$ cat src/rtl/tube_frame_reader.sv
// rtl/tube_frame_reader.sv - tube-event FIFO consumer: frame parser, ID checker, hit emitter
//
// Purpose: pops words from the tube-event FIFO, walks each 32-word event frame
// plus its terminator, checks every tube-ID byte against the fixed readout
// order, and emits one hit record per fired tube over a valid/ready handshake.
// It also keeps good-frame and framing-error counters.
//
// Ports:
//   clk100       in   system clock, rising edge
//   rst_n        in   asynchronous active-low reset
//   fifo_dout    in   FIFO read data, [15:8] cycle count, [7:0] tube ID
//   fifo_valid   in   fifo_dout holds a popped word this cycle
//   fifo_empty   in   FIFO has no words
//   fifo_rd_en   out  single-cycle pop request
//   hit_valid    out  hit record valid
//   hit_ready    in   downstream accepts the hit record
//   hit_tube     out  tube index 0..31
//   hit_time     out  cycle count from the data word
//   hit_event    out  event_count at frame start
//   event_done   out  one-cycle pulse on a valid terminator
//   event_hits   out  hits in the completed frame, valid with event_done
//   frame_err    out  one-cycle pulse on any framing error
//   event_count  out  completed good frames, wrapping
//   err_count    out  framing errors, saturating
module tube_frame_reader #(
    parameter int unsigned FRAME_WORDS = 32,
    parameter logic [15:0] TERM_WORD   = 16'hFFFF
) (
    input  logic        clk100,
    input  logic        rst_n,
    input  logic [15:0] fifo_dout,
    input  logic        fifo_valid,
    input  logic        fifo_empty,
    output logic        fifo_rd_en,
    output logic        hit_valid,
    input  logic        hit_ready,
    output logic [4:0]  hit_tube,
    output logic [7:0]  hit_time,
    output logic [15:0] hit_event,
    output logic        event_done,
    output logic [5:0]  event_hits,
    output logic        frame_err,
    output logic [15:0] event_count,
    output logic [15:0] err_count
);

    localparam logic [4:0] LAST_IDX = 5'(FRAME_WORDS - 1);

    typedef enum logic [1:0] {
        S_IDLE   = 2'd0,
        S_BODY   = 2'd1,
        S_TERM   = 2'd2,
        S_RESYNC = 2'd3
    } state_t;

    state_t      r_state;
    state_t      w_state_next;

    logic        r_rd_pending;
    logic [4:0]  r_idx;
    logic        r_hit_valid;
    logic [4:0]  r_hit_tube;
    logic [7:0]  r_hit_time;
    logic [15:0] r_hit_event;
    logic        r_event_done;
    logic [5:0]  r_event_hits;
    logic        r_frame_err;
    logic [15:0] r_event_count;
    logic [15:0] r_err_count;

    logic        w_rd_en;
    logic        w_take;
    logic        w_is_term;
    logic [7:0]  w_word_id;
    logic [7:0]  w_word_data;
    logic [4:0]  w_chk_idx;
    logic [7:0]  w_exp_id;
    logic        w_id_ok;

    logic        w_frame_start;
    logic        w_frame_word;
    logic        w_word_ok;
    logic        w_hit_load;
    logic        w_done;
    logic        w_err;

    // Only one read in flight, and only when the hit slot is free or drains
    // this cycle, so a captured word can never overwrite a held hit.
    // rst_n gating keeps the pop request low while reset is asserted.
    assign w_rd_en = rst_n && !fifo_empty && !r_rd_pending &&
                     (!r_hit_valid || hit_ready);

    assign w_take      = r_rd_pending && fifo_valid;
    assign w_is_term   = (fifo_dout == TERM_WORD);
    assign w_word_id   = fifo_dout[7:0];
    assign w_word_data = fifo_dout[15:8];
    // A frame-starting word arrives in IDLE and is always index 0.
    assign w_chk_idx   = (r_state == S_IDLE) ? 5'd0 : r_idx;
    assign w_exp_id    = {w_chk_idx[4] ? 4'b0010 : 4'b1100,
                          w_chk_idx[3], w_chk_idx[0], w_chk_idx[1], w_chk_idx[2]};
    assign w_id_ok     = (w_word_id == w_exp_id);

    // State register
    always_ff @(posedge clk100 or negedge rst_n) begin
        if (!rst_n) begin
            r_state <= S_IDLE;
        end else begin
            r_state <= w_state_next;
        end
    end

    // Next-state logic
    always_comb begin
        w_state_next = r_state;
        if (w_take) begin
            case (r_state)
                S_IDLE: begin
                    if (!w_is_term) begin
                        if (!w_id_ok)                    w_state_next = S_RESYNC;
                        else if (w_chk_idx == LAST_IDX)  w_state_next = S_TERM;
                        else                             w_state_next = S_BODY;
                    end
                end
                S_BODY: begin
                    if (w_is_term)                       w_state_next = S_IDLE;
                    else if (!w_id_ok)                   w_state_next = S_RESYNC;
                    else if (r_idx == LAST_IDX)          w_state_next = S_TERM;
                end
                S_TERM: begin
                    w_state_next = w_is_term ? S_IDLE : S_RESYNC;
                end
                default: begin
                    if (w_is_term)                       w_state_next = S_IDLE;
                end
            endcase
        end
    end

    // Output decode: per-word strobes driving the datapath registers
    always_comb begin
        w_frame_start = 1'b0;
        w_frame_word  = 1'b0;
        w_word_ok     = 1'b0;
        w_hit_load    = 1'b0;
        w_done        = 1'b0;
        w_err         = 1'b0;
        if (w_take) begin
            w_frame_start = (r_state == S_IDLE) && !w_is_term;
            w_frame_word  = !w_is_term && ((r_state == S_IDLE) || (r_state == S_BODY));
            w_word_ok     = w_frame_word && w_id_ok;
            w_hit_load    = w_word_ok && (w_word_data != 8'd0);
            w_done        = (r_state == S_TERM) && w_is_term;
            w_err         = (w_frame_word && !w_id_ok) ||
                            ((r_state == S_BODY) && w_is_term) ||
                            ((r_state == S_TERM) && !w_is_term);
        end
    end

    // Datapath
    always_ff @(posedge clk100 or negedge rst_n) begin
        if (!rst_n) begin
            r_rd_pending  <= 1'b0;
            r_idx         <= 5'd0;
            r_hit_valid   <= 1'b0;
            r_hit_tube    <= 5'd0;
            r_hit_time    <= 8'd0;
            r_hit_event   <= 16'd0;
            r_event_done  <= 1'b0;
            r_event_hits  <= 6'd0;
            r_frame_err   <= 1'b0;
            r_event_count <= 16'd0;
            r_err_count   <= 16'd0;
        end else begin
            if (w_rd_en) begin
                r_rd_pending <= 1'b1;
            end else if (fifo_valid) begin
                r_rd_pending <= 1'b0;
            end

            if (w_word_ok) begin
                r_idx <= w_chk_idx + 5'd1;
            end

            if (w_hit_load) begin
                r_hit_valid <= 1'b1;
                r_hit_tube  <= w_chk_idx;
                r_hit_time  <= w_word_data;
                r_hit_event <= r_event_count;
            end else if (r_hit_valid && hit_ready) begin
                r_hit_valid <= 1'b0;
            end

            if (w_frame_start) begin
                r_event_hits <= w_hit_load ? 6'd1 : 6'd0;
            end else if (w_hit_load) begin
                r_event_hits <= r_event_hits + 6'd1;
            end

            r_event_done <= w_done;
            r_frame_err  <= w_err;

            if (w_done) begin
                r_event_count <= r_event_count + 16'd1;
            end
            if (w_err && (r_err_count != 16'hFFFF)) begin
                r_err_count <= r_err_count + 16'd1;
            end
        end
    end

    assign fifo_rd_en  = w_rd_en;
    assign hit_valid   = r_hit_valid;
    assign hit_tube    = r_hit_tube;
    assign hit_time    = r_hit_time;
    assign hit_event   = r_hit_event;
    assign event_done  = r_event_done;
    assign event_hits  = r_event_hits;
    assign frame_err   = r_frame_err;
    assign event_count = r_event_count;
    assign err_count   = r_err_count;

endmodule

$ cat config.mk
export PLATFORM = sky130hd
export DESIGN_NAME = tube_frame_reader
export DESIGN_NICKNAME = d
export VERILOG_FILES = /design/src/rtl/tube_frame_reader.sv
export SDC_FILE = /design/constraint.sdc
export NUM_CORES = 1
export LEC_CHECK = 0
export CAP_MARGIN = 0
export CORE_MARGIN = 8
export CORE_UTILIZATION = 40
export DETAILED_ROUTE_END_ITERATION = 6
export PLACE_DENSITY = 0.78
export SLEW_MARGIN = 20
export SYNTH_ARGS = -nofsm -noshare
export SYNTH_HDL_FRONTEND = slang
export SYNTH_SLANG_ARGS = --single-unit
export TNS_END_PERCENT = 1
$ cat constraint.sdc
create_clock -name clk100 -period 2.9 [get_ports clk100]
set_clock_uncertainty 0.2 [all_clocks]
set_input_delay 0.58 -clock clk100 [delete_from_list [all_inputs] [get_ports clk100]]
set_output_delay 0.58 -clock clk100 [all_outputs]
set_load 0.03 [all_outputs]
* After elaboration in Yosys (flattened, before gate mapping)
Cells that the tools add are included.
** Storage, ports and cells
- Bits in registers :: 78
- Bits in latches :: 0
- Bits in writable memories :: 0
- ROM bits :: 0
- Input bits :: 21
- Logic and storage cells :: 78
- Memories kept :: 0
** Operators by class
- Add/sub/neg operators :: 4
- $mul :: 0
- Divide/modulo/power cells :: 0
- Magnitude comparators :: 0
- Equality and inequality tests :: 9
- Shift operators :: 0
- Multiplexer cells :: 23
- Bitwise logic cells :: 0
- Reduce and logical (&&, ||, !) cells :: 30
** Operators by type and width (number)
- $add A16 B1 Y16 const B :: 2
- $eq A16 B16 Y1 const B :: 1
- $mux W2 :: 8
- $ne A16 B16 Y1 const B :: 1
- $logic_and A1 B1 Y1 :: 14
- $mux W6 :: 2
- $eq A5 B5 Y1 const B :: 2
- $mux W1 :: 10
- $eq A8 B8 Y1 :: 1
- $reduce_bool A8 Y1 :: 1
- $add A6 B1 Y6 const B :: 1
- $pmux W2 S3 :: 1
- $reduce_bool A2 Y1 :: 3
- $add A5 B1 Y5 const B :: 1
- $logic_not A1 Y1 :: 5
- $mux W5 :: 1
- $logic_or A1 B1 Y1 :: 4
- $mux W4 :: 1
- $ne A4 B4 Y1 const B :: 1
- $reduce_and A4 Y1 :: 1
- $reduce_bool A4 Y1 :: 1
- $eq A2 B1 Y1 const B :: 1
- $eq A2 B2 Y1 const B :: 1
- $logic_not A2 Y1 :: 1
- $ne A2 B2 Y1 const B :: 1

* Depth between registers and ports, before layout
Gate-level depths: netlist of the first run.
- Word-level depth :: 10
- Gate-level depth with buffers :: 13
- Depth with buffers taken out :: 11

* Least setup slack after synthesis of the first run
OpenSTA, ideal clock, no wires.
- Kind :: reg-to-reg
- From :: register r_state[0]
- To :: register r_err_count[1], in the netlist err_count[1]
- Library setup time :: 0.125 ns
- Data arrival time :: 2.424 ns
- Path slack :: 0.151 ns
- Stages on the path, launching flop included :: 11
- Buffers on the path :: 1
- Period minus slack after synthesis :: 2.749 ns
- Cell sequence :: dfrtp_1 > inv_1 > ha_1 > buf_6 > and3b_1 > o22ai_1 > a2111o_1 > or2_4 > o221ai_4 > nor2_1 > mux2_2
** On the way
- Cells in the longest elaborated chain, start to end :: 10
- Elaborated cells between the ends (all ways) :: 16
- Classes of those cells :: eq/ne: 3; mux: 3; reduce/logical: 10
** RTL lines
- from (decl) :: line 56 : state_t r_state;
- from (signal assigned) :: line 108 : r_state <= w_state_next;
- $logic_not A2 Y1 :: line 98, 149
- $mux W5 :: line 98 : assign w_chk_idx = (r_state == S_IDLE) ? 5'd0 : r_idx;
- $mux W4 :: line 99 : assign w_exp_id = {w_chk_idx[4] ? 4'b0010 : 4'b1100,
- $eq A8 B8 Y1 :: line 101 : assign w_id_ok = (w_word_id == w_exp_id);
- $logic_not A1 Y1 :: line 153 : w_err = (w_frame_word && !w_id_ok) ||
- $logic_and A1 B1 Y1 :: line 153
- $logic_or A1 B1 Y1 :: line 153
- $logic_or A1 B1 Y1 (*) :: line 154 : ((r_state == S_BODY) && w_is_term) ||
- $mux W1 (*) :: line 147 : if (w_take) begin
- $logic_and A1 B1 Y1 (*) :: line 205 : if (w_err && (r_err_count != 16'hFFFF)) begin
- to (signal assigned) :: line 206 : r_err_count <= r_err_count + 16'd1;
- to (decl) :: line 69 : logic [15:0] r_err_count;
Every way passes the cells marked *; elsewhere a longest branch is shown, timed or not.
A chain may end at the register's enable or synchronous reset.

* Final worst setup path of the first run
- From :: register r_state[1]
- To :: register r_err_count[6], in the netlist err_count[6]
** On the way
- Cells in the longest elaborated chain, start to end :: 10
- Elaborated cells between the ends (all ways) :: 16
- Classes of those cells :: eq/ne: 3; mux: 3; reduce/logical: 10
** RTL lines
- $logic_not A2 Y1 :: line 98, 149
- $mux W5 :: line 98
- $mux W4 :: line 99
- $eq A8 B8 Y1 :: line 101
- $logic_not A1 Y1 :: line 153
- $logic_and A1 B1 Y1 :: line 153
- $logic_or A1 B1 Y1 :: line 153
- $logic_or A1 B1 Y1 (*) :: line 154
- $mux W1 (*) :: line 147
- named net w_err :: line 85 : logic w_err;
- $logic_and A1 B1 Y1 (*) :: line 205
The timed path passes the listed nets; every way through them passes the cells marked *.

==> impl_results.html, run 1 <==
<table>
<tr><th>Metric</th><th>Value</th></tr>
<tr><th colspan="2">Clock tree</th></tr>
<tr><td>CTS buffer count</td><td>9</td></tr>
<tr><td>Hold-fix buffers, CTS</td><td>0</td></tr>
<tr><td>Total number of clock tree sinks</td><td>78</td></tr>
<tr><td>Worst skew pair latency</td><td>350 ps</td></tr>
<tr><td>CTS tree</td><td>yes</td></tr>
<tr><td>Root Driver</td><td>sky130_fd_sc_hd__clkbuf_8</td></tr>
<tr><td>Count of H-tree levels built during CTS</td><td>3</td></tr>
<tr><td>Clock-pin slew on the worst setup and hold paths</td><td>70 ps</td></tr>
<tr><td>Buffer levels on the longest clock path</td><td>2</td></tr>
<tr><th colspan="2">Floorplanning</th></tr>
<tr><td>DIE WIDTH</td><td>112 um</td></tr>
<tr><td>Total number of placement rows</td><td>35</td></tr>
<tr><td>Starting utilization of the core area</td><td>0.405</td></tr>
<tr><td>DIE AREA</td><td>12600 um2</td></tr>
<tr><td>Placeable core region</td><td>9110 um2</td></tr>
<tr><td>Die boundary height</td><td>112 um</td></tr>
<tr><td>Number of top-level pins</td><td>92</td></tr>
<tr><th colspan="2">Synth</th></tr>
<tr><td>Gate Count Post-Synth</td><td>373</td></tr>
<tr><td>EDFF count, synth</td><td>0</td></tr>
<tr><td>Number of unique standard cell types used by synthesis</td><td>45</td></tr>
<tr><td>Main area contributors after synthesis</td><td>sky130_fd_sc_hd__dfrtp_1, sky130_fd_sc_hd__nand2_1, sky130_fd_sc_hd__xnor2_1, sky130_fd_sc_hd__xor2_1, sky130_fd_sc_hd__ha_1</td></tr>
<tr><td>Post-Synthesis Net Count</td><td>404</td></tr>
<tr><td>Proportion of netlist area held by the largest area contributor</td><td>0.529</td></tr>
<tr><td>Post-Syn Area per Cell</td><td>9.89 um2</td></tr>
<tr><td>Area of the mapped netlist</td><td>3690 um2</td></tr>
<tr><td>Yosys warning count</td><td>0</td></tr>
<tr><td>Post-synth ARST share</td><td>1.00</td></tr>
<tr><td>Ys flop type</td><td>sky130_fd_sc_hd__dfrtp_1</td></tr>
<tr><td>Sequential fraction of the synthesis area</td><td>0.529</td></tr>
<tr><td>Dominant cell type by area after synthesis</td><td>sky130_fd_sc_hd__dfrtp_1</td></tr>
<tr><td>Flip-flop and latch count after synthesis</td><td>78</td></tr>
<tr><th colspan="2">Placed design</th></tr>
<tr><td>Detailed placer's ending HPWL</td><td>7290 um</td></tr>
<tr><td>Setup slack after placement</td><td>-152 ps</td></tr>
<tr><td>Cell area after placement</td><td>4910 um2</td></tr>
<tr><td>Gp weighted congestion</td><td>0.819</td></tr>
<tr><td>Number of port buffers</td><td>91</td></tr>
<tr><td>Total instance count after detailed placement</td><td>592</td></tr>
<tr><th colspan="2">Pwr</th></tr>
<tr><td>Switching power total</td><td>788 uW</td></tr>
<tr><td>Proportion of power drawn by combinational gates</td><td>0.212</td></tr>
<tr><td>Final Total Pwr</td><td>2.78 mW</td></tr>
<tr><td>Power density of the placed cells</td><td>537 nW/um2</td></tr>
<tr><td>Leakage Power</td><td>2.47 nW</td></tr>
<tr><td>Register share of total power</td><td>0.431</td></tr>
<tr><td>Clock network fraction of design power</td><td>0.357</td></tr>
<tr><td>Switching part of the total power</td><td>0.284</td></tr>
<tr><td>Peak supply drop</td><td>334 uV</td></tr>
<tr><td>Int Power</td><td>1.99 mW</td></tr>
<tr><th colspan="2">Worst hold path</th></tr>
<tr><td>Path category of the worst min-delay check</td><td>primary input to async pin</td></tr>
<tr><th colspan="2">Global route</th></tr>
<tr><td>Total overflow reported by the global router</td><td>0</td></tr>
<tr><td>Total global routing track utilization</td><td>0.158</td></tr>
<tr><td>First-pass GRT wire length</td><td>16000 um</td></tr>
<tr><td>Maximum number of pins on one net before global-route repair</td><td>79</td></tr>
<tr><td>Initial antenna violation count</td><td>0</td></tr>
<tr><td>Via count of the first global-routing pass</td><td>3248</td></tr>
<tr><th colspan="2">STA</th></tr>
<tr><td>Worst-case hold slack</td><td>158 ps</td></tr>
<tr><td>Setup repair after global routing missed its margin</td><td>no</td></tr>
<tr><td>Slew Viols, Final</td><td>0</td></tr>
<tr><td>Slew @ Worst Pin</td><td>714 ps</td></tr>
<tr><td>Final worst setup slack</td><td>98.6 ps</td></tr>
<tr><td>Max-slew headroom at the worst pin</td><td>0.524</td></tr>
<tr><td>Fmax</td><td>0.357 GHz</td></tr>
<tr><td>Tcrit/Tclk final</td><td>0.966</td></tr>
<tr><td>Tmin final</td><td>2800 ps</td></tr>
<tr><td>Final setup violation count</td><td>0</td></tr>
<tr><td>Final Hold Fails</td><td>0</td></tr>
<tr><th colspan="2">Detailed routing</th></tr>
<tr><td>Detailed-routing iteration count for the pre-antenna-repair pass</td><td>4</td></tr>
<tr><td>Antenna-violating nets left</td><td>0</td></tr>
<tr><td>Violation count after the first detailed-routing iteration</td><td>152</td></tr>
<tr><td>Wirelength per Cell</td><td>15.9 um</td></tr>
<tr><td>Post-detailed-route via-to-cell ratio</td><td>5.13</td></tr>
<tr><td>Via Count</td><td>3122</td></tr>
<tr><td>Final wirelength</td><td>9710 um</td></tr>
<tr><td>DRC violations left</td><td>0</td></tr>
<tr><th colspan="2">Worst setup path</th></tr>
<tr><td>Top Family by Delay on Critical Path</td><td>simple AND/OR/NAND/NOR gates</td></tr>
<tr><td>Top fanout value on the critical path</td><td>7</td></tr>
<tr><td>Slowest cell delay on critical path</td><td>400 ps</td></tr>
<tr><td>Cell type of the slowest stage on the worst timing path</td><td>sky130_fd_sc_hd__dfrtp_1</td></tr>
<tr><td>Critical path type</td><td>flop to flop</td></tr>
<tr><td>Arrival time worst endpoint</td><td>2850 ps</td></tr>
<tr><td>Critical Path Source Type</td><td>flop</td></tr>
<tr><td>Critical path cell sequence</td><td>inv_1 -&gt; ha_2 -&gt; nand2b_1 -&gt; and2_1 -&gt; a2111o_1 -&gt; or2_4 -&gt; o221ai_4 -&gt; buf_4 -&gt; inv_2 -&gt; nand4b_1 -&gt; xnor2_1</td></tr>
<tr><td>Kind of capture point of the worst setup path</td><td>flop</td></tr>
<tr><td>Count of buffer and inverter cells on the critical path</td><td>3</td></tr>
<tr><td>Req. time, crit path</td><td>2950 ps</td></tr>
<tr><td>Worst setup startpoint</td><td>r_state[1]$_DFFE_PN0P_</td></tr>
<tr><td>Worst r2r src</td><td>r_state[1]$_DFFE_PN0P_</td></tr>
<tr><th colspan="2">Finish</th></tr>
<tr><td>Number of cells in the finished layout apart from fillers</td><td>609</td></tr>
<tr><td>Ant diodes</td><td>0</td></tr>
<tr><td>Area occupied by multi-input gates</td><td>1650 um2</td></tr>
<tr><td>Growth of design area from synthesis to finish</td><td>40.4%</td></tr>
<tr><td>Count of filler cells inserted in the layout</td><td>825</td></tr>
<tr><td>Count of nets after finishing</td><td>525</td></tr>
<tr><td>Footprint of the flip-flops and latches</td><td>1950 um2</td></tr>
<tr><td>Total non-filler cell area in the finished layout</td><td>5180 um2</td></tr>
<tr><td>Layout cells sized above 1</td><td>0.122</td></tr>
<tr><th colspan="2">Job</th></tr>
<tr><td>Max-cap violations</td><td>0</td></tr>
<tr><th colspan="2">Run status</th></tr>
<tr><td>Run status</td><td>finished clean</td></tr>
</table>
worst paths after layout:
| kind | slack [ps] | endpoint | cells past startpoint |
|---|---|---|---|
| setup reg to reg | 100 | err_count[6]$_DFFE_PN0P_ | 11 |
| hold reg to reg | 280 | hit_time[0]$_DFFE_PN0P_ | 2 |
| min in group clk100 | 280 | hit_time[0]$_DFFE_PN0P_ | 2 |
| hold / removal | 160 | hit_valid$_DFFE_PN0P_ | 2 |
| max in group asynchronous | 1850 | event_count[0]$_DFFE_PN0P_ | 2 |
| setup / recovery | 100 | err_count[6]$_DFFE_PN0P_ | 11 |
flip-flops by register name (all words and copies together), names as in the netlist:
name / cells
event_hits: 6
hit_valid: 1
event_count: 16
hit_event: 16
event_done: 1
r_state: 2
hit_tube: 5
r_rd_pending: 1
err_count: 16
frame_err: 1
hit_time: 8
r_idx: 5
power by group through the flow:
stage,logic (mW),clock network [mW],registers [mW]
3_3_place_gp,0.537,0,1.22
2_1_floorplan,0.272,0,1.28
3_5_place_dp,0.557,0,1.22
4_1_cts,0.560,1.02,1.20
5_1_grt,0.635,1.05,1.21
6_report,0.589,0.992,1.20
logic make-up after synthesis:
| family | synth area share |
|---|---|
| compound gates | 0.0539 |
| xor+xnor | 0.0855 |
| fa+ha+maj | 0.0339 |
| buf+inv | 0.0271 |
| flops | 0.529 |
| mux | 0.0183 |
| simple gates | 0.252 |
synth_stat cells (2+ instances only):
library cell                 n
sky130_fd_sc_hd__xor2_1     18
sky130_fd_sc_hd__a21oi_1     6
sky130_fd_sc_hd__nor3_1     11
sky130_fd_sc_hd__nand4_1    15
sky130_fd_sc_hd__nor4_1      5
sky130_fd_sc_hd__mux2_2      6
sky130_fd_sc_hd__buf_2       2
sky130_fd_sc_hd__clkbuf_1    5
sky130_fd_sc_hd__inv_1      10
sky130_fd_sc_hd__and3_1      7
sky130_fd_sc_hd__xnor2_1    18
sky130_fd_sc_hd__o21ai_0     7
sky130_fd_sc_hd__nand2_1   100
sky130_fd_sc_hd__nor4b_1     3
sky130_fd_sc_hd__dfrtp_1    78
sky130_fd_sc_hd__buf_6       2
sky130_fd_sc_hd__nor2_1     18
sky130_fd_sc_hd__and2_1      2
sky130_fd_sc_hd__ha_1       10
sky130_fd_sc_hd__nand2b_1    5
sky130_fd_sc_hd__a21o_1      4
sky130_fd_sc_hd__nor2b_1     4
sky130_fd_sc_hd__nand3_1    15
layer usage:
metal	global-route usage	vias up	routed length [um]
met3	0.0596	13	562
met4	0.0486	0	122
li1	-	1505	-
met1	0.170	1536	3940
met2	0.281	68	5090
met5	0	-	0
cell usage in the layout, fill, tap and decap left out, types with 2 or more instances in the layout:
cell / Yosys / layout
sky130_fd_sc_hd__a21o_1: 4 / 4
sky130_fd_sc_hd__a21oi_1: 6 / 6
sky130_fd_sc_hd__and2_1: 2 / 2
sky130_fd_sc_hd__and3_1: 7 / 7
sky130_fd_sc_hd__buf_12: 0 / 2
sky130_fd_sc_hd__buf_4: 1 / 28
sky130_fd_sc_hd__bufinv_16: 0 / 3
sky130_fd_sc_hd__clkbuf_8: 0 / 10
sky130_fd_sc_hd__clkdlybuf4s50_1: 0 / 89
sky130_fd_sc_hd__clkinv_4: 0 / 2
sky130_fd_sc_hd__dfrtp_1: 78 / 78
sky130_fd_sc_hd__ha_1: 10 / 9
sky130_fd_sc_hd__inv_1: 10 / 10
sky130_fd_sc_hd__mux2_2: 6 / 6
sky130_fd_sc_hd__nand2_1: 100 / 100
sky130_fd_sc_hd__nand2b_1: 5 / 5
sky130_fd_sc_hd__nand3_1: 15 / 15
sky130_fd_sc_hd__nand4_1: 15 / 15
sky130_fd_sc_hd__nor2_1: 18 / 18
sky130_fd_sc_hd__nor2b_1: 4 / 3
sky130_fd_sc_hd__nor3_1: 11 / 11
sky130_fd_sc_hd__nor4_1: 5 / 5
sky130_fd_sc_hd__nor4b_1: 3 / 3
sky130_fd_sc_hd__o21ai_0: 7 / 7
sky130_fd_sc_hd__xnor2_1: 18 / 18
sky130_fd_sc_hd__xor2_1: 18 / 18
cell type report:
type	count	share of cell area
clock inverters	5	0.0208
flip-flops and latches	78	0.377
clock buffers	10	0.0266
repair buffers	120	0.222
inverters	11	0.00797
well taps	111	0.0268
multi-input cells	274	0.319
through the flow:
step	TNS, ps	util
after floorplan	0	-
after global placement	-1620	0.539
after detailed placement	-3080	0.539
after CTS	0	0.566
after global routing	0	0.569
final	0	0.569
timing repair:
| item | CTS | global route |
|---|---|---|
| buffers inserted | 0 | 2 |
| gates resized for setup | 0 | 2 |
| setup endpoints to repair | 0 | 45 |
worst register-to-register path: cells and delay by family (launching register included):
kind / cells / cell delay [ps]
xor gates and xnor gates: 1 / 150
DFF: 1 / 400
AOI/OAI and AO/OA: 2 / 630
and+or+nand+nor: 4 / 750
buffers and inverters: 3 / 340
adders and majority gates: 1 / 230
Power figures use the tool's default switching activity.
==> inputs of run 2 (changes only) <==
--- a/config.mk
+++ b/config.mk
@@ -6,6 +6,7 @@
 export NUM_CORES = 1
 export LEC_CHECK = 0
 export CAP_MARGIN = 0
+export CORE_ASPECT_RATIO = 0.5
 export CORE_MARGIN = 8
 export CORE_UTILIZATION = 40
 export DETAILED_ROUTE_END_ITERATION = 6
==> run 2 against run 1 <==
Final area rose by 2.3%. Non-clock buffer count rose by 11. Routed wire length fell by 3.4%. Die area rose by 1.5%. Global-route usage fell by 0.93 points. Via count fell by 0.42%. Fmax rose by 0.99%. Power rose by 1.8%. Clock-buffer cell count rose by 3. Sequential cell count did not move. Sequential share of layout area fell by 0.84 points. Critical path type is now primary input to flop. Largest cell class unchanged. Highest routed layer unchanged.
==> impl_results.html, run 2 (synthesis results as in run 1) <==
<table>
<tr><th>Metric</th><th>Value</th></tr>
<tr><th colspan="2">Clock tree</th></tr>
<tr><td>CTS tree</td><td>yes (unchanged)</td></tr>
<tr><td>CTS buffer count</td><td>9 (unchanged)</td></tr>
<tr><td>Hold-fix buffers, CTS</td><td>0 (unchanged)</td></tr>
<tr><td>Root Driver</td><td>sky130_fd_sc_hd__clkbuf_16 (was sky130_fd_sc_hd__clkbuf_8)</td></tr>
<tr><td>Count of H-tree levels built during CTS</td><td>3 (unchanged)</td></tr>
<tr><td>Buffer levels on the longest clock path</td><td>2 (unchanged)</td></tr>
<tr><td>Clock-pin slew on the worst setup and hold paths</td><td>60 ps (was 70 ps)</td></tr>
<tr><td>Total number of clock tree sinks</td><td>78 (unchanged)</td></tr>
<tr><td>Worst skew pair latency</td><td>330 ps (was 350 ps)</td></tr>
<tr><th colspan="2">STA</th></tr>
<tr><td>Tcrit/Tclk final</td><td>0.957 (was 0.966)</td></tr>
<tr><td>Final Hold Fails</td><td>0 (unchanged)</td></tr>
<tr><td>Setup Total Neg Slack</td><td>0 ps (unchanged)</td></tr>
<tr><td>Worst-case hold slack</td><td>147 ps (was 158 ps)</td></tr>
<tr><td>Max-slew headroom at the worst pin</td><td>0.580 (was 0.524)</td></tr>
<tr><td>Tmin final</td><td>2770 ps (was 2800 ps)</td></tr>
<tr><td>Fmax</td><td>0.360 GHz (was 0.357 GHz)</td></tr>
<tr><td>Setup repair after global routing missed its margin</td><td>no (unchanged)</td></tr>
<tr><td>Slew @ Worst Pin</td><td>624 ps (was 714 ps)</td></tr>
<tr><td>Slew Viols, Final</td><td>0 (unchanged)</td></tr>
<tr><td>Final setup violation count</td><td>0 (unchanged)</td></tr>
<tr><th colspan="2">Finish</th></tr>
<tr><td>Most common cell after layout, fill and taps aside</td><td>sky130_fd_sc_hd__nand2_1 (unchanged)</td></tr>
<tr><td>Number of cells in the finished layout apart from fillers</td><td>627 (was 609)</td></tr>
<tr><td>Top library cells by usage in the layout, fill and taps aside</td><td>sky130_fd_sc_hd__nand2_1, sky130_fd_sc_hd__clkdlybuf4s50_1, sky130_fd_sc_hd__dfrtp_1 (unchanged)</td></tr>
<tr><td>Growth of design area from synthesis to finish</td><td>43.6% (was 40.4%)</td></tr>
<tr><td>Count of nets after finishing</td><td>536 (was 525)</td></tr>
<tr><td>Layout cells sized above 1</td><td>0.139 (was 0.122)</td></tr>
<tr><td>Ant diodes</td><td>0 (unchanged)</td></tr>
<tr><td>Utilization of the core after routing</td><td>0.600 (was 0.569)</td></tr>
<tr><th colspan="2">Worst setup path</th></tr>
<tr><td>Reg2reg path depth</td><td>11 (unchanged)</td></tr>
<tr><td>Setup slack on the worst flop-to-flop path</td><td>160 ps (was 100 ps)</td></tr>
<tr><td>Top Family by Delay on Critical Path</td><td>buffers and inverters (was simple AND/OR/NAND/NOR gates)</td></tr>
<tr><td>Top fanout value on the critical path</td><td>5 (was 7)</td></tr>
<tr><td>Kind of capture point of the worst setup path</td><td>flop (unchanged)</td></tr>
<tr><td>Termination of the worst setup path</td><td>err_count[11]$_DFFE_PN0P_ (was err_count[6]$_DFFE_PN0P_)</td></tr>
<tr><td>Slowest cell delay on critical path</td><td>520 ps (was 400 ps)</td></tr>
<tr><td>Arrival time worst endpoint</td><td>2780 ps (was 2850 ps)</td></tr>
<tr><td>Count of buffer and inverter cells on the critical path</td><td>3 (unchanged)</td></tr>
<tr><td>Cell type of the slowest stage on the worst timing path</td><td>sky130_fd_sc_hd__clkdlybuf4s50_1 (was sky130_fd_sc_hd__dfrtp_1)</td></tr>
<tr><td>Critical path type</td><td>primary input to flop (was flop to flop)</td></tr>
<tr><td>Critical Path Source Type</td><td>primary input (was flop)</td></tr>
<tr><td>Critical path cell sequence</td><td>clkdlybuf4s50_1 -&gt; and3b_1 -&gt; o22ai_1 -&gt; a2111o_1 -&gt; or2_4 -&gt; o221ai_4 -&gt; buf_4 -&gt; buf_4 -&gt; nor3_1 -&gt; xor2_1 (was inv_1 -&gt; ha_2 -&gt; nand2b_1 -&gt; and2_1 -&gt; a2111o_1 -&gt; or2_4 -&gt; o221ai_4 -&gt; buf_4 -&gt; inv_2 -&gt; nand4b_1 -&gt; xnor2_1)</td></tr>
<tr><td>Worst setup startpoint</td><td>fifo_dout[3] (was r_state[1]$_DFFE_PN0P_)</td></tr>
<tr><td>Capture point of the worst reg-to-reg path</td><td>err_count[11]$_DFFE_PN0P_ (was err_count[6]$_DFFE_PN0P_)</td></tr>
<tr><td>Req. time, crit path</td><td>2900 ps (was 2950 ps)</td></tr>
<tr><td>Stages on worst setup path</td><td>10 (was 11)</td></tr>
<tr><td>Worst r2r src</td><td>r_state[1]$_DFFE_PN0P_ (unchanged)</td></tr>
<tr><td>Most frequent CP cell</td><td>sky130_fd_sc_hd__buf_4</td></tr>
<tr><th colspan="2">Detailed routing</th></tr>
<tr><td>Violation count after the first detailed-routing iteration</td><td>157 (was 152)</td></tr>
<tr><td>Wirelength per Cell</td><td>15.0 um (was 15.9 um)</td></tr>
<tr><td>Antenna-violating nets left</td><td>0 (unchanged)</td></tr>
<tr><td>DRC violations left</td><td>0 (unchanged)</td></tr>
<tr><td>Post-detailed-route via-to-cell ratio</td><td>4.96 (was 5.13)</td></tr>
<tr><td>Detailed-routing iteration count for the pre-antenna-repair pass</td><td>4 (unchanged)</td></tr>
<tr><td>Final wirelength</td><td>9380 um (was 9710 um)</td></tr>
<tr><td>Via Count</td><td>3109 (was 3122)</td></tr>
<tr><th colspan="2">Global route</th></tr>
<tr><td>Via count of the first global-routing pass</td><td>3131 (was 3248)</td></tr>
<tr><td>Maximum number of pins on one net before global-route repair</td><td>43 (was 79)</td></tr>
<tr><td>Total overflow reported by the global router</td><td>0 (unchanged)</td></tr>
<tr><td>First-pass GRT wire length</td><td>15700 um (was 16000 um)</td></tr>
<tr><td>Total global routing track utilization</td><td>0.148 (was 0.158)</td></tr>
<tr><td>Initial antenna violation count</td><td>0 (unchanged)</td></tr>
<tr><th colspan="2">Placed design</th></tr>
<tr><td>Detailed placer's ending HPWL</td><td>7240 um (was 7290 um)</td></tr>
<tr><td>Gp weighted congestion</td><td>0.823 (was 0.819)</td></tr>
<tr><td>Total instance count after detailed placement</td><td>608 (was 592)</td></tr>
<tr><td>Number of port buffers</td><td>91 (unchanged)</td></tr>
<tr><th colspan="2">Run status</th></tr>
<tr><td>Run status</td><td>finished clean (unchanged)</td></tr>
<tr><th colspan="2">Floorplanning</th></tr>
<tr><td>Placeable core region</td><td>8830 um2 (was 9110 um2)</td></tr>
<tr><td>Number of top-level pins</td><td>92 (unchanged)</td></tr>
<tr><td>Starting utilization of the core area</td><td>0.418 (was 0.405)</td></tr>
<tr><td>Total number of placement rows</td><td>24 (was 35)</td></tr>
<tr><td>Die boundary height</td><td>83.9 um (was 112 um)</td></tr>
<tr><td>DIE WIDTH</td><td>152 um (was 112 um)</td></tr>
<tr><td>DIE AREA</td><td>12700 um2 (was 12600 um2)</td></tr>
<tr><th colspan="2">Job</th></tr>
<tr><td>Max-cap violations</td><td>0 (unchanged)</td></tr>
<tr><th colspan="2">Pwr</th></tr>
<tr><td>Power density of the placed cells</td><td>534 nW/um2 (was 537 nW/um2)</td></tr>
<tr><td>Peak supply drop</td><td>386 uV (was 334 uV)</td></tr>
<tr><td>Leakage Power</td><td>2.53 nW (was 2.47 nW)</td></tr>
<tr><th colspan="2">Worst hold path</th></tr>
<tr><td>Path category of the worst min-delay check</td><td>primary input to async pin (unchanged)</td></tr>
</table>
## run 2: worst min path at each step
stage	endpoint	slack, ps	depth (start not counted)
after CTS	hit_event[0]$_DFFE_PN0P_	150	2
final	hit_time[4]$_DFFE_PN0P_	150	2
after detailed placement	hit_event[3]$_DFFE_PN0P_	260	2
after global routing	event_count[15]$_DFFE_PN0P_	180	2
after global placement	hit_event[10]$_DFFE_PN0P_	260	2
after floorplan	err_count[0]$_DFFE_PN0P_	80	0
## run 2: report_power, final
part / leakage (nW) / internal (mW) / switching (mW)
logic: 1.33 / 0.271 / 0.324
clock network: 0.140 / 0.625 / 0.414
registers: 1.06 / 1.14 / 0.0560
## run 2: per-stage QoR
stage                     total power, mW  instance area, um2  setup WS [ps]
after floorplan                      1.55                3690            151
after global placement               1.77                4980           -147
after detailed placement             1.78                4980           -207
after CTS                            2.82                5260           15.6
after global routing                 2.96                5300           6.66
final                                2.83                5300            126
## run 2: final cells by class
cell class	count	area, um2
flip-flops and latches	78	1950
inverters	11	41.3
clock buffers	13	260
multi-input cells	274	1660
clock inverters	3	18.8
well taps	117	146
fillers	730	3530
repair buffers	131	1220
## run 2: metal layers
layer | vias up | part of all wire | GRT usage
li1 | 1528 | - | -
met1 | 1527 | 0.43 | 0.168
met2 | 44 | 0.52 | 0.264
met3 | 10 | 0.036 | 0.0417
met4 | 0 | 0.014 | 0.0508
met5 | - | 0 | 0
## run 2: what timing repair did
action	in CTS	in global routing
resized for setup	0	4
pin swaps	1	1
endpoints found under the setup margin	2	48
setup buffers	0	3
==> inputs of run 3 (changes only) <==
--- a/config.mk
+++ b/config.mk
@@ -5,12 +5,13 @@
 export SDC_FILE = /design/constraint.sdc
 export NUM_CORES = 1
 export LEC_CHECK = 0
-export CAP_MARGIN = 0
+export ABC_CLOCK_PERIOD_IN_PS = 2900
 export CORE_ASPECT_RATIO = 0.5
 export CORE_MARGIN = 8
 export CORE_UTILIZATION = 40
 export DETAILED_ROUTE_END_ITERATION = 6
-export PLACE_DENSITY = 0.78
+export DONT_BUFFER_PORTS = 1
+export PLACE_DENSITY = 0.64
 export SLEW_MARGIN = 20
 export SYNTH_ARGS = -nofsm -noshare
 export SYNTH_HDL_FRONTEND = slang
==> run 3 against run 2 <==
Power grew 2.4%. Worst hold slack improved by 8.8 ps. Register-to-register slack got worse by 20 ps.
==> impl_results.html, run 3 (synthesis results as in run 1) <==
<table>
<tr><th>Metric</th><th>Value</th></tr>
<tr><th colspan="2">Clock tree</th></tr>
<tr><td>Clock-pin slew on the worst setup and hold paths</td><td>60 ps (about the same)</td></tr>
<tr><td>Total number of clock tree sinks</td><td>78 (unchanged)</td></tr>
<tr><td>Buffer levels on the longest clock path</td><td>2 (unchanged)</td></tr>
<tr><td>Worst skew pair latency</td><td>330 ps (about the same)</td></tr>
<tr><td>CTS tree</td><td>yes (unchanged)</td></tr>
<tr><td>Count of H-tree levels built during CTS</td><td>3 (unchanged)</td></tr>
<tr><td>CTS buffer count</td><td>9 (unchanged)</td></tr>
<tr><td>Root Driver</td><td>sky130_fd_sc_hd__clkbuf_16 (unchanged)</td></tr>
<tr><th colspan="2">Global route</th></tr>
<tr><td>Maximum number of pins on one net before global-route repair</td><td>79 (was 43)</td></tr>
<tr><td>First-pass GRT wire length</td><td>14900 um (was 15700 um)</td></tr>
<tr><td>Total global routing track utilization</td><td>0.144 (was 0.148)</td></tr>
<tr><td>Via count of the first global-routing pass</td><td>2565 (was 3131)</td></tr>
<tr><td>Initial antenna violation count</td><td>0 (unchanged)</td></tr>
<tr><td>Total overflow reported by the global router</td><td>0 (unchanged)</td></tr>
<tr><th colspan="2">STA</th></tr>
<tr><td>Worst-case hold slack</td><td>156 ps (was 147 ps)</td></tr>
<tr><td>Tcrit/Tclk final</td><td>0.951 (was 0.957)</td></tr>
<tr><td>Setup Total Neg Slack</td><td>0 ps (unchanged)</td></tr>
<tr><td>Fmax</td><td>0.362 GHz (was 0.360 GHz)</td></tr>
<tr><td>Slew @ Worst Pin</td><td>645 ps (was 624 ps)</td></tr>
<tr><td>Slew Viols, Final</td><td>0 (unchanged)</td></tr>
<tr><td>Final setup violation count</td><td>0 (unchanged)</td></tr>
<tr><td>Final Hold Fails</td><td>0 (unchanged)</td></tr>
<tr><td>Max-slew headroom at the worst pin</td><td>0.567 (was 0.580)</td></tr>
<tr><td>Tmin final</td><td>2760 ps (was 2770 ps)</td></tr>
<tr><th colspan="2">Pwr</th></tr>
<tr><td>Switching part of the total power</td><td>0.271 (was 0.281)</td></tr>
<tr><td>Int Power</td><td>2.11 mW (was 2.04 mW)</td></tr>
<tr><td>Switching power total</td><td>786 uW (was 794 uW)</td></tr>
<tr><td>Leakage Power</td><td>2.14 nW (was 2.53 nW)</td></tr>
<tr><td>Power density of the placed cells</td><td>673 nW/um2 (was 534 nW/um2)</td></tr>
<tr><td>Proportion of power drawn by combinational gates</td><td>0.137 (was 0.210)</td></tr>
<tr><td>Peak supply drop</td><td>357 uV (was 386 uV)</td></tr>
<tr><td>Clock network fraction of design power</td><td>0.426 (was 0.367)</td></tr>
<tr><td>Register share of total power</td><td>0.438 (was 0.423)</td></tr>
<tr><th colspan="2">Floorplanning</th></tr>
<tr><td>Placeable core region</td><td>8830 um2 (unchanged)</td></tr>
<tr><td>Number of top-level pins</td><td>92 (unchanged)</td></tr>
<tr><td>DIE WIDTH</td><td>152 um (unchanged)</td></tr>
<tr><td>DIE AREA</td><td>12700 um2 (unchanged)</td></tr>
<tr><td>Starting utilization of the core area</td><td>0.418 (unchanged)</td></tr>
<tr><td>Die boundary height</td><td>83.9 um (unchanged)</td></tr>
<tr><td>Total number of placement rows</td><td>24 (unchanged)</td></tr>
<tr><th colspan="2">Worst setup path</th></tr>
<tr><td>Worst r2r src</td><td>r_state[0]$_DFFE_PN0P_ (was r_state[1]$_DFFE_PN0P_)</td></tr>
<tr><td>Critical path cell sequence</td><td>inv_1 -&gt; ha_2 -&gt; nand2b_1 -&gt; and2_1 -&gt; a2111o_1 -&gt; or2_4 -&gt; o221ai_4 -&gt; buf_4 -&gt; nor4b_1 -&gt; xor2_1 (was clkdlybuf4s50_1 -&gt; and3b_1 -&gt; o22ai_1 -&gt; a2111o_1 -&gt; or2_4 -&gt; o221ai_4 -&gt; buf_4 -&gt; buf_4 -&gt; nor3_1 -&gt; xor2_1)</td></tr>
<tr><td>Top Family by Delay on Critical Path</td><td>compound AO/OA/AOI/OAI gates (was buffers and inverters)</td></tr>
<tr><td>Top fanout value on the critical path</td><td>9 (was 5)</td></tr>
<tr><td>Req. time, crit path</td><td>2890 ps (was 2900 ps)</td></tr>
<tr><td>Count of buffer and inverter cells on the critical path</td><td>2 (was 3)</td></tr>
<tr><td>Cell type of the slowest stage on the worst timing path</td><td>sky130_fd_sc_hd__a2111o_1 (was sky130_fd_sc_hd__clkdlybuf4s50_1)</td></tr>
<tr><td>Setup slack on the worst flop-to-flop path</td><td>140 ps (was 160 ps)</td></tr>
<tr><td>Capture point of the worst reg-to-reg path</td><td>err_count[10]$_DFFE_PN0P_ (was err_count[11]$_DFFE_PN0P_)</td></tr>
<tr><td>Slowest cell delay on critical path</td><td>400 ps (was 520 ps)</td></tr>
<tr><td>Critical path type</td><td>flop to flop (was primary input to flop)</td></tr>
<tr><td>Kind of capture point of the worst setup path</td><td>flop (unchanged)</td></tr>
<tr><td>Critical Path Source Type</td><td>flop (was primary input)</td></tr>
<tr><td>Reg2reg path depth</td><td>10 (was 11)</td></tr>
<tr><td>Arrival time worst endpoint</td><td>2750 ps (was 2780 ps)</td></tr>
<tr><th colspan="2">Worst hold path</th></tr>
<tr><td>Beginning of the worst hold path</td><td>fifo_dout[14]</td></tr>
<tr><td>Path category of the worst min-delay check</td><td>primary input to flop (was primary input to async pin)</td></tr>
<tr><td>WHS Path Cells</td><td>2</td></tr>
<tr><td>End point of the most critical hold path</td><td>hit_time[6]$_DFFE_PN0P_</td></tr>
<tr><th colspan="2">Detailed routing</th></tr>
<tr><td>Violation count after the first detailed-routing iteration</td><td>190 (was 157)</td></tr>
<tr><td>Via Count</td><td>2670 (was 3109)</td></tr>
<tr><td>Post-detailed-route via-to-cell ratio</td><td>5.18 (was 4.96)</td></tr>
<tr><td>Detailed-routing iteration count for the pre-antenna-repair pass</td><td>4 (unchanged)</td></tr>
<tr><td>DRC violations left</td><td>0 (unchanged)</td></tr>
<tr><td>Antenna-violating nets left</td><td>0 (unchanged)</td></tr>
<tr><td>Wirelength per Cell</td><td>17.6 um (was 15.0 um)</td></tr>
<tr><td>Final wirelength</td><td>9090 um (was 9380 um)</td></tr>
<tr><th colspan="2">Placed design</th></tr>
<tr><td>Total instance count after detailed placement</td><td>494 (was 608)</td></tr>
<tr><td>Number of port buffers</td><td>0 (was 91)</td></tr>
<tr><td>Gp weighted congestion</td><td>0.790 (was 0.823)</td></tr>
<tr><td>Cell area after placement</td><td>3900 um2 (was 4980 um2)</td></tr>
<tr><td>Detailed placer's ending HPWL</td><td>6530 um (was 7240 um)</td></tr>
<tr><th colspan="2">Finish</th></tr>
<tr><td>Number of cells in the finished layout apart from fillers</td><td>515 (was 627)</td></tr>
<tr><td>Count of filler cells inserted in the layout</td><td>854 (was 730)</td></tr>
<tr><td>Area occupied by multi-input gates</td><td>1650 um2 (was 1660 um2)</td></tr>
<tr><td>Most common cell after layout, fill and taps aside</td><td>sky130_fd_sc_hd__nand2_1 (unchanged)</td></tr>
<tr><td>Count of nets after finishing</td><td>424 (was 536)</td></tr>
<tr><td>Total non-filler cell area in the finished layout</td><td>4300 um2 (was 5300 um2)</td></tr>
<tr><td>Ant diodes</td><td>0 (unchanged)</td></tr>
<tr><td>Growth of design area from synthesis to finish</td><td>16.6% (was 43.6%)</td></tr>
<tr><td>Layout cells sized above 1</td><td>0.121 (was 0.139)</td></tr>
<tr><td>Top library cells by usage in the layout, fill and taps aside</td><td>sky130_fd_sc_hd__nand2_1, sky130_fd_sc_hd__dfrtp_1, sky130_fd_sc_hd__nor2_1, sky130_fd_sc_hd__xor2_1, sky130_fd_sc_hd__xnor2_1 (was sky130_fd_sc_hd__nand2_1, sky130_fd_sc_hd__clkdlybuf4s50_1, sky130_fd_sc_hd__dfrtp_1)</td></tr>
<tr><td>Footprint of the flip-flops and latches</td><td>1950 um2 (unchanged)</td></tr>
<tr><th colspan="2">Job</th></tr>
<tr><td>Max-cap violations</td><td>0 (unchanged)</td></tr>
<tr><th colspan="2">Run status</th></tr>
<tr><td>Run status</td><td>finished clean (unchanged)</td></tr>
</table>
-- run 3: final cells by class --
cell class,instances,area share
Timing Repair Buffer,19,0.0422
Multi-Input combinational cell,274,0.383
Inverter,11,0.00959
Sequential cell,78,0.453
Tap cell,117,0.0340
Clock buffer,11,0.0587
Clock inverter,5,0.0189
-- run 3: per-stage QoR --
stage / util / power [mW] / setup WS, ps
final: 0.488 / 2.90 / 141
after global routing: 0.488 / 3.05 / -2.67
after CTS: 0.484 / 2.92 / 17.6
after detailed placement: 0.442 / 1.64 / 33.1
after global placement: 0.442 / 1.63 / 105
after floorplan: - / 1.55 / 151
-- run 3: worst register-to-register path, stage by stage, from the launching register on --
cell                       delay (ps)
sky130_fd_sc_hd__dfrtp_1          340
sky130_fd_sc_hd__inv_1             70
sky130_fd_sc_hd__ha_2             230
sky130_fd_sc_hd__nand2b_1         180
sky130_fd_sc_hd__and2_1           170
sky130_fd_sc_hd__a2111o_1         400
sky130_fd_sc_hd__or2_4            290
sky130_fd_sc_hd__o221ai_4         310
sky130_fd_sc_hd__buf_4            220
sky130_fd_sc_hd__nor4b_1           60
sky130_fd_sc_hd__xor2_1           150
-- run 3: routing by layer --
metal | routed length [um] | track usage
met2 | 4270 | 0.229
met1 | 4110 | 0.175
met5 | 0 | 0
met4 | 100 | 0.0455
met3 | 612 | 0.0566
-- run 3: timing repair --
action	in CTS	in global routing
endpoints found under the hold margin	78	0
setup buffers	0	3
resized for setup	0	2
hold buffers	2	0
endpoints found under the setup margin	0	14
-- run 3: power groups by stage --
| stage | clock network, mW | logic [mW] | registers (mW) |
|---|---|---|---|
| after detailed placement | 0 | 0.352 | 1.29 |
| final | 1.23 | 0.396 | 1.27 |
| after global routing | 1.32 | 0.448 | 1.28 |
| after CTS | 1.27 | 0.383 | 1.27 |
| after global placement | 0 | 0.347 | 1.29 |
| after floorplan | 0 | 0.272 | 1.28 |
-- run 3: worst max-delay path by stage --
stage | from | depth (start not counted) | endpoint | slack, ps
after floorplan | r_state[0]$_DFFE_PN0P_ | 10 | err_count[1]$_DFFE_PN0P_ | 150
after global placement | r_state[0]$_DFFE_PN0P_ | 10 | err_count[10]$_DFFE_PN0P_ | 100
after CTS | r_state[0]$_DFFE_PN0P_ | 10 | err_count[10]$_DFFE_PN0P_ | 20
final | r_state[0]$_DFFE_PN0P_ | 10 | err_count[10]$_DFFE_PN0P_ | 140
after detailed placement | r_state[0]$_DFFE_PN0P_ | 10 | err_count[10]$_DFFE_PN0P_ | 30
after global routing | r_state[0]$_DFFE_PN0P_ | 10 | err_count[8]$_DFFE_PN0P_ | -3
